$ cat config.mk
export PLATFORM = sky130hd
export DESIGN_NAME = cv32e40p_illegal_insn_logq
export DESIGN_NICKNAME = d
export VERILOG_FILES = /design/src/rtl/cv32e40p_illegal_insn_logq.sv
export SDC_FILE = /design/constraint.sdc
export NUM_CORES = 1
export LEC_CHECK = 0
export CORE_UTILIZATION = 60
export DETAILED_ROUTE_END_ITERATION = 10
export HOLD_SLACK_MARGIN = 0.05
export PLACE_DENSITY = 0.85
export SLEW_MARGIN = 20
export SYNTH_ARGS = -nofsm -noshare
export SYNTH_HDL_FRONTEND = slang
export SYNTH_SLANG_ARGS = --single-unit
$ cat constraint.sdc
create_clock -name clk_i -period 5.38 [get_ports clk_i]
set_input_delay 0.807 -clock clk_i [delete_from_list [all_inputs] [get_ports clk_i]]
set_output_delay 0.807 -clock clk_i [all_outputs]
set_load 0.02 [all_outputs]
$ cat src/rtl/cv32e40p_illegal_insn_logq.sv
// cv32e40p_illegal_insn_logq: illegal-instruction event log FIFO with overflow hysteresis; CV32E40P_ILLEGAL_LOG_DEDUP_EN enables repeat suppression
module cv32e40p_illegal_insn_logq #(
  parameter int DEPTH  = 4,
  parameter int TS_W   = 32,
  parameter int DROP_W = 16
) (
  input  logic                     clk_i,
  input  logic                     rst_i,
  input  logic                     en_i,
  input  logic                     clr_i,
  input  logic                     is_decoding_i,
  input  logic                     illegal_insn_dec_i,
  input  logic [31:0]              hart_id_i,
  input  logic [31:0]              pc_id_i,
  output logic                     log_valid_o,
  input  logic                     log_ready_i,
  output logic [31:0]              log_pc_o,
  output logic [3:0]               log_hart_o,
  output logic [TS_W-1:0]          log_ts_o,
  output logic                     log_drop_o,
  output logic [DROP_W-1:0]        drop_cnt_o,
  output logic [$clog2(DEPTH):0]   level_o,
  output logic                     overflow_o
);
  localparam int AW = $clog2(DEPTH);
  localparam int LW = AW + 1;
  localparam logic [LW-1:0] FULL = LW'(DEPTH);
  localparam logic [LW-1:0] HALF = LW'(DEPTH / 2);
  typedef enum logic {NORMAL, OVERFLOW} state_e;
  state_e state_q, state_d;
  logic [LW-1:0] level_q, level_d, level_pop;
  logic [AW-1:0] wptr_q, rptr_q;
  logic [TS_W-1:0] ts_q;
  logic [DROP_W-1:0] drop_cnt_q;
  logic ovf_q, pend_q;
  logic [31:0] pc_mem [DEPTH];
  logic [3:0] hart_mem [DEPTH];
  logic [TS_W-1:0] ts_mem [DEPTH];
  logic [DEPTH-1:0] drop_mem;
  logic ev, pop, push, drop, dup;
  logic unused_hart;
  assign unused_hart = ^hart_id_i[31:4];
`ifdef CV32E40P_ILLEGAL_LOG_DEDUP_EN
  logic last_vld_q;
  logic [31:0] last_pc_q;
  logic [3:0] last_hart_q;
  assign dup = last_vld_q && last_pc_q == pc_id_i && last_hart_q == hart_id_i[3:0];
  // remember the most recently pushed event so an immediate repeat can be suppressed
  always_ff @(posedge clk_i or posedge rst_i)
    if (rst_i) begin
      last_vld_q  <= 1'b0;
      last_pc_q   <= '0;
      last_hart_q <= '0;
    end else if (clr_i) begin
      last_vld_q <= 1'b0;
    end else if (push) begin
      last_vld_q  <= 1'b1;
      last_pc_q   <= pc_id_i;
      last_hart_q <= hart_id_i[3:0];
    end
`else
  assign dup = 1'b0;
`endif
  assign log_valid_o = level_q != '0;
  assign pop         = log_valid_o && log_ready_i;
  assign ev          = en_i && is_decoding_i && illegal_insn_dec_i && !dup && !clr_i;
  assign level_pop   = level_q - LW'(pop);
  assign level_d     = level_pop + LW'(push);
  assign log_pc_o    = log_valid_o ? pc_mem[rptr_q] : '0;
  assign log_hart_o  = log_valid_o ? hart_mem[rptr_q] : '0;
  assign log_ts_o    = log_valid_o ? ts_mem[rptr_q] : '0;
  assign log_drop_o  = log_valid_o && drop_mem[rptr_q];
  assign drop_cnt_o  = drop_cnt_q;
  assign level_o     = level_q;
  assign overflow_o  = ovf_q;
  // capture scheduling: a pop frees a slot first; once overflowed, drop until drained to half
  always_comb begin
    state_d = state_q;
    push    = 1'b0;
    drop    = 1'b0;
    if (state_q == NORMAL) begin
      push    = ev && (level_q != FULL || pop);
      drop    = ev && !push;
      state_d = drop ? OVERFLOW : NORMAL;
    end else begin
      drop    = ev;
      state_d = level_pop <= HALF ? NORMAL : OVERFLOW;
    end
  end
  // control state, pointers, drop accounting and free-running timestamp
  always_ff @(posedge clk_i or posedge rst_i)
    if (rst_i) begin
      state_q    <= NORMAL;
      level_q    <= '0;
      wptr_q     <= '0;
      rptr_q     <= '0;
      ts_q       <= '0;
      drop_cnt_q <= '0;
      ovf_q      <= 1'b0;
      pend_q     <= 1'b0;
    end else begin
      ts_q <= ts_q + TS_W'(1);
      if (clr_i) begin
        state_q    <= NORMAL;
        level_q    <= '0;
        wptr_q     <= '0;
        rptr_q     <= '0;
        drop_cnt_q <= '0;
        ovf_q      <= 1'b0;
        pend_q     <= 1'b0;
      end else begin
        state_q <= state_d;
        level_q <= level_d;
        if (push) wptr_q <= wptr_q + AW'(1);
        if (pop) rptr_q <= rptr_q + AW'(1);
        if (drop && drop_cnt_q != '1) drop_cnt_q <= drop_cnt_q + DROP_W'(1);
        if (drop) ovf_q <= 1'b1;
        if (drop) pend_q <= 1'b1;
        else if (push) pend_q <= 1'b0;
      end
    end
  // entry storage; the pending-drop marker tags the first entry after a loss
  always_ff @(posedge clk_i)
    if (push) begin
      pc_mem[wptr_q]   <= pc_id_i;
      hart_mem[wptr_q] <= hart_id_i[3:0];
      ts_mem[wptr_q]   <= ts_q;
      drop_mem[wptr_q] <= pend_q;
    end
endmodule

==> key figures <==
Layout
  • Final #Nets: ~940
  • Commonest non-fill, non-tap cell in the layout: edfxtp_1
  • Antenna diodes: 0
  • Area grow syn2layout: 21.1%
  • Fin area: between 0.015 and 0.02 sq mm
  • Total area of sequential cells: 0.00974 sq mm
  • Layout cells sized above 1: 18.0%
  • Multi-input gate area: approximately 0.0034 sq mm
  • Fill cell count: between 1,000 and 1,500
  • Most frequent cells in the layout: edfxtp_1 (276), clkdlybuf4s50_1 (132), and2_1 (72)

Place
  • Final GP Congestion: 0.847
  • Post-Place Cell Area: approximately 0.015 sq mm
  • Placement Setup Slack: ~1600 ps
  • Dpl hpwl: ~15 mm
  • Input/output buffers: roughly 130

Critical path
  • Crit-path max FO: between 40 and 50
  • Top Family by Delay on Critical Path: flip-flops
  • Worst setup EP type: output port
  • Crit path DAT: around 3200 ps
  • R2R Setup Slk: roughly 2700 ps
  • Type of origin of the critical path: flop
  • FF-to-FF End: state_q$_DFF_PP0_
  • Worst EP required: ~4600 ps
  • Slowest stage delay, CP: 1010 ps
  • CP bufs+invs: 2
  • Crit-path cells: buf_12 -> mux4_2 -> and2_1 -> clkdlybuf4s50_1
  • WS Path Type: flop to output port
  • RR Startpoint: level_o[1]$_DFF_PP0_
  • Worst-case reg-to-reg path depth: 8
  • Slowest CP cell: dfrtp_4

Logic synthesis
  • Post-synthesis xor/xnor area fraction: roughly 2.5%
  • Post-synthesis simple-gate area fraction: ~8.6%
  • Top_reg_cell synth: edfxtp_1
  • Synth Cell Area: 0.0134 sq mm
  • Compound-Gate Fraction of Synth Area: 1.94%
  • Gate Count Post-Synth: between 700 and 800
  • Post-synthesis adder-cell area fraction: less than 1%
  • Syn Nets: 794
  • Ys async rst share: 17.4%
  • Synthesized flop and latch total: 334
  • EDFF count, synth: 276
  • Synthesized area per cell: about 19 sq um
  • Largest family of logic cells by synthesized area: multiplexers
  • Post-synth cell types: 54
  • Mux share of post-synthesis cell area: roughly an eighth
  • Seq/Total Area, Yosys: ~73%
  • Synth warn: 0

CTS
  • CTS tree: yes
  • Clk_lat worst skew: about 530 ps
  • Postcts setup bufs: 0
  • Htree depth: 2
  • Post-CTS Hold Fix Bufs: 0
  • Root Driver: clkbuf_16
  • TritonCTS Buffers: 35
  • Post-CTS Resized: 0
  • CTS Buffer Depth: 3
  • Sink Count: about 330
  • Clock-pin slew on the worst setup and hold paths: roughly 60 ps

Power and ir drop
  • Max VDD drop: around 220 uV
  • Leak pwr: about 0.0054 uW
  • Cell area power density: between 400 and 500 mW/mm^2
  • Total power draw: 7030 uW

STA
  • Clock skew: between 20 and 30 ps
  • Slew Limit Fails: 0
  • Final Hold Viols: 0
  • Final min period: roughly 4000 ps
  • F_max: 250 MHz
  • Period utilisation layout: 74.4%
  • Worst slew margin: a little under a third
  • Slack of the critical path: roughly 1400 ps
  • Post-route setup TNS: 0 ps
  • Final hold slack: around 520 ps
  • Unrepaired setup endpoints after global routing: no
  • Worst Max-Slew Pin Slew: between 1000 and 1500 ps
  • Final setup violation count: 0

Floorplan
  • Core area: between 0.02 and 0.025 sq mm
  • # rows: 54
  • Ports: 161
  • Chip height: roughly 150 um
  • DIE AREA: between 0.02 and 0.025 sq mm
  • Initial Util: 61.2%
  • Die Wd: 151 um

Detailed routing
  • Initial DRC count: 470
  • Drt pass-1 iters: 5
  • Vias per cell: roughly 6.0
  • Final wirelength: about 27 mm
  • Detailed-route via count: about 7,000
  • Post-route ant nets: 0
  • DRC viols: 0
  • DR WL/cell: between 20 and 25 um

Hold path
  • Hold Crit Class: flop to flop
  • Hold EP: overflow_o$_DFFE_PP0P_
  • Hold depth: 2
  • Worst hold path startpoint: overflow_o$_DFFE_PP0P_

GRT
  • Met1 usage: between 30% and 40%
  • M2 GR Usage: 42.7%
  • Total congestion overflow: 0
  • Initial antenna violation count: 0
  • Total track usage: between 20 and 25%
  • Largest net degree at the start of global routing: slightly above 70
  • GR Util met3: 5.06%
  • Global-route wire length before repair: between 40 and 50 mm
  • Vias in the first global route: 7,375
  • GRT busiest layer: met2

Status
  • Status: finished clean

Run
  • Maxcap violations: 0
-- worst min-delay path: cells and delay by family, from the launching register on --
family | cells | cell delay [ps]
AND/OR/NAND/NOR | 2 | 130
flip-flops | 1 | 350
-- cell usage after synthesis (3+ instances only) --
library cell	instances	area [sq um]
ha_1	10	125
clkbuf_1	19	71.3
inv_1	10	37.5
dfrtp_1	58	1450
nand4_1	8	50.1
and3_1	14	87.6
a221o_1	3	30.0
o21ai_0	5	25.0
and4_1	3	26.3
nand3_1	21	105
nor3_2	3	30.0
edfxtp_1	276	8290
mux4_2	69	1550
xor2_1	12	105
buf_2	8	40.0
nor3_1	4	20.0
xnor2_1	26	228
nand2_1	24	90.1
and2_1	72	450
nor2_1	23	86.3
-- report_power, final --
| group | switching [uW] | leakage, uW | internal [uW] |
|---|---|---|---|
| Clock | 976 | 0.000568 | 1450 |
| Sequential | 101 | 0.00315 | 2820 |
| Combinational | 821 | 0.00167 | 867 |
| Total | 1900 | 0.00539 | 5130 |
-- flip-flops by register name, indices dropped and copies added, names as in the netlist, 2 cells and up --
signal,cells
ts_q,32
drop_cnt_o,16
ts_mem,128
drop_mem,4
rptr_q,2
pc_mem,128
wptr_q,2
hart_mem,16
level_o,3
-- per-stage QoR --
step	util, %	instances
floorplan	-	713
global placement	68.7	1105
detailed placement	68.7	1105
CTS	74.1	1169
global route	74.1	1169
finish	74.1	1169
-- worst max-delay path by stage --
stage,startpoint,endpoint,slack (ps),cells after the start
floorplan,clr_i,drop_mem[0]$_DFFE_PP_,2090,3
global route,rptr_q[0]$_DFFE_PP0P_,log_pc_o[5],1170,4
finish,rptr_q[0]$_DFFE_PP0P_,log_pc_o[14],1380,4
CTS,rptr_q[0]$_DFFE_PP0P_,log_pc_o[5],1290,4
detailed placement,clr_i,hart_mem[1][0]$_DFFE_PP_,1640,4
global placement,clr_i,pc_mem[1][28]$_DFFE_PP_,1700,4
-- kinds of logic after synthesis --
| logic type | after synthesis |
|---|---|
| xor+xnor | 38 |
| fa+ha+maj | 10 |
| mux | 70 |
| flops | 334 |
| compound gates | 28 |
| buf+inv | 41 |
| simple gates | 192 |
-- area by class of cell --
| type | count | area share (%) |
|---|---|---|
| Clock buffer | 42 | 5.77 |
| Clock inverter | 22 | 1.52 |
| Inverter | 10 | 0.232 |
| Multi-Input combinational cell | 338 | 21.3 |
| Sequential cell | 334 | 60.3 |
| Tap cell | 280 | 2.17 |
| Timing Repair Buffer | 143 | 8.76 |
-- metal layers --
metal / wire [um] / up-vias
li1: - / 3091
met1: 10500 / 3615
met2: 14200 / 271
met3: 1810 / 45
met4: 594 / 0
met5: 0 / -
Note: power is estimated with default switching activity, not from simulation.
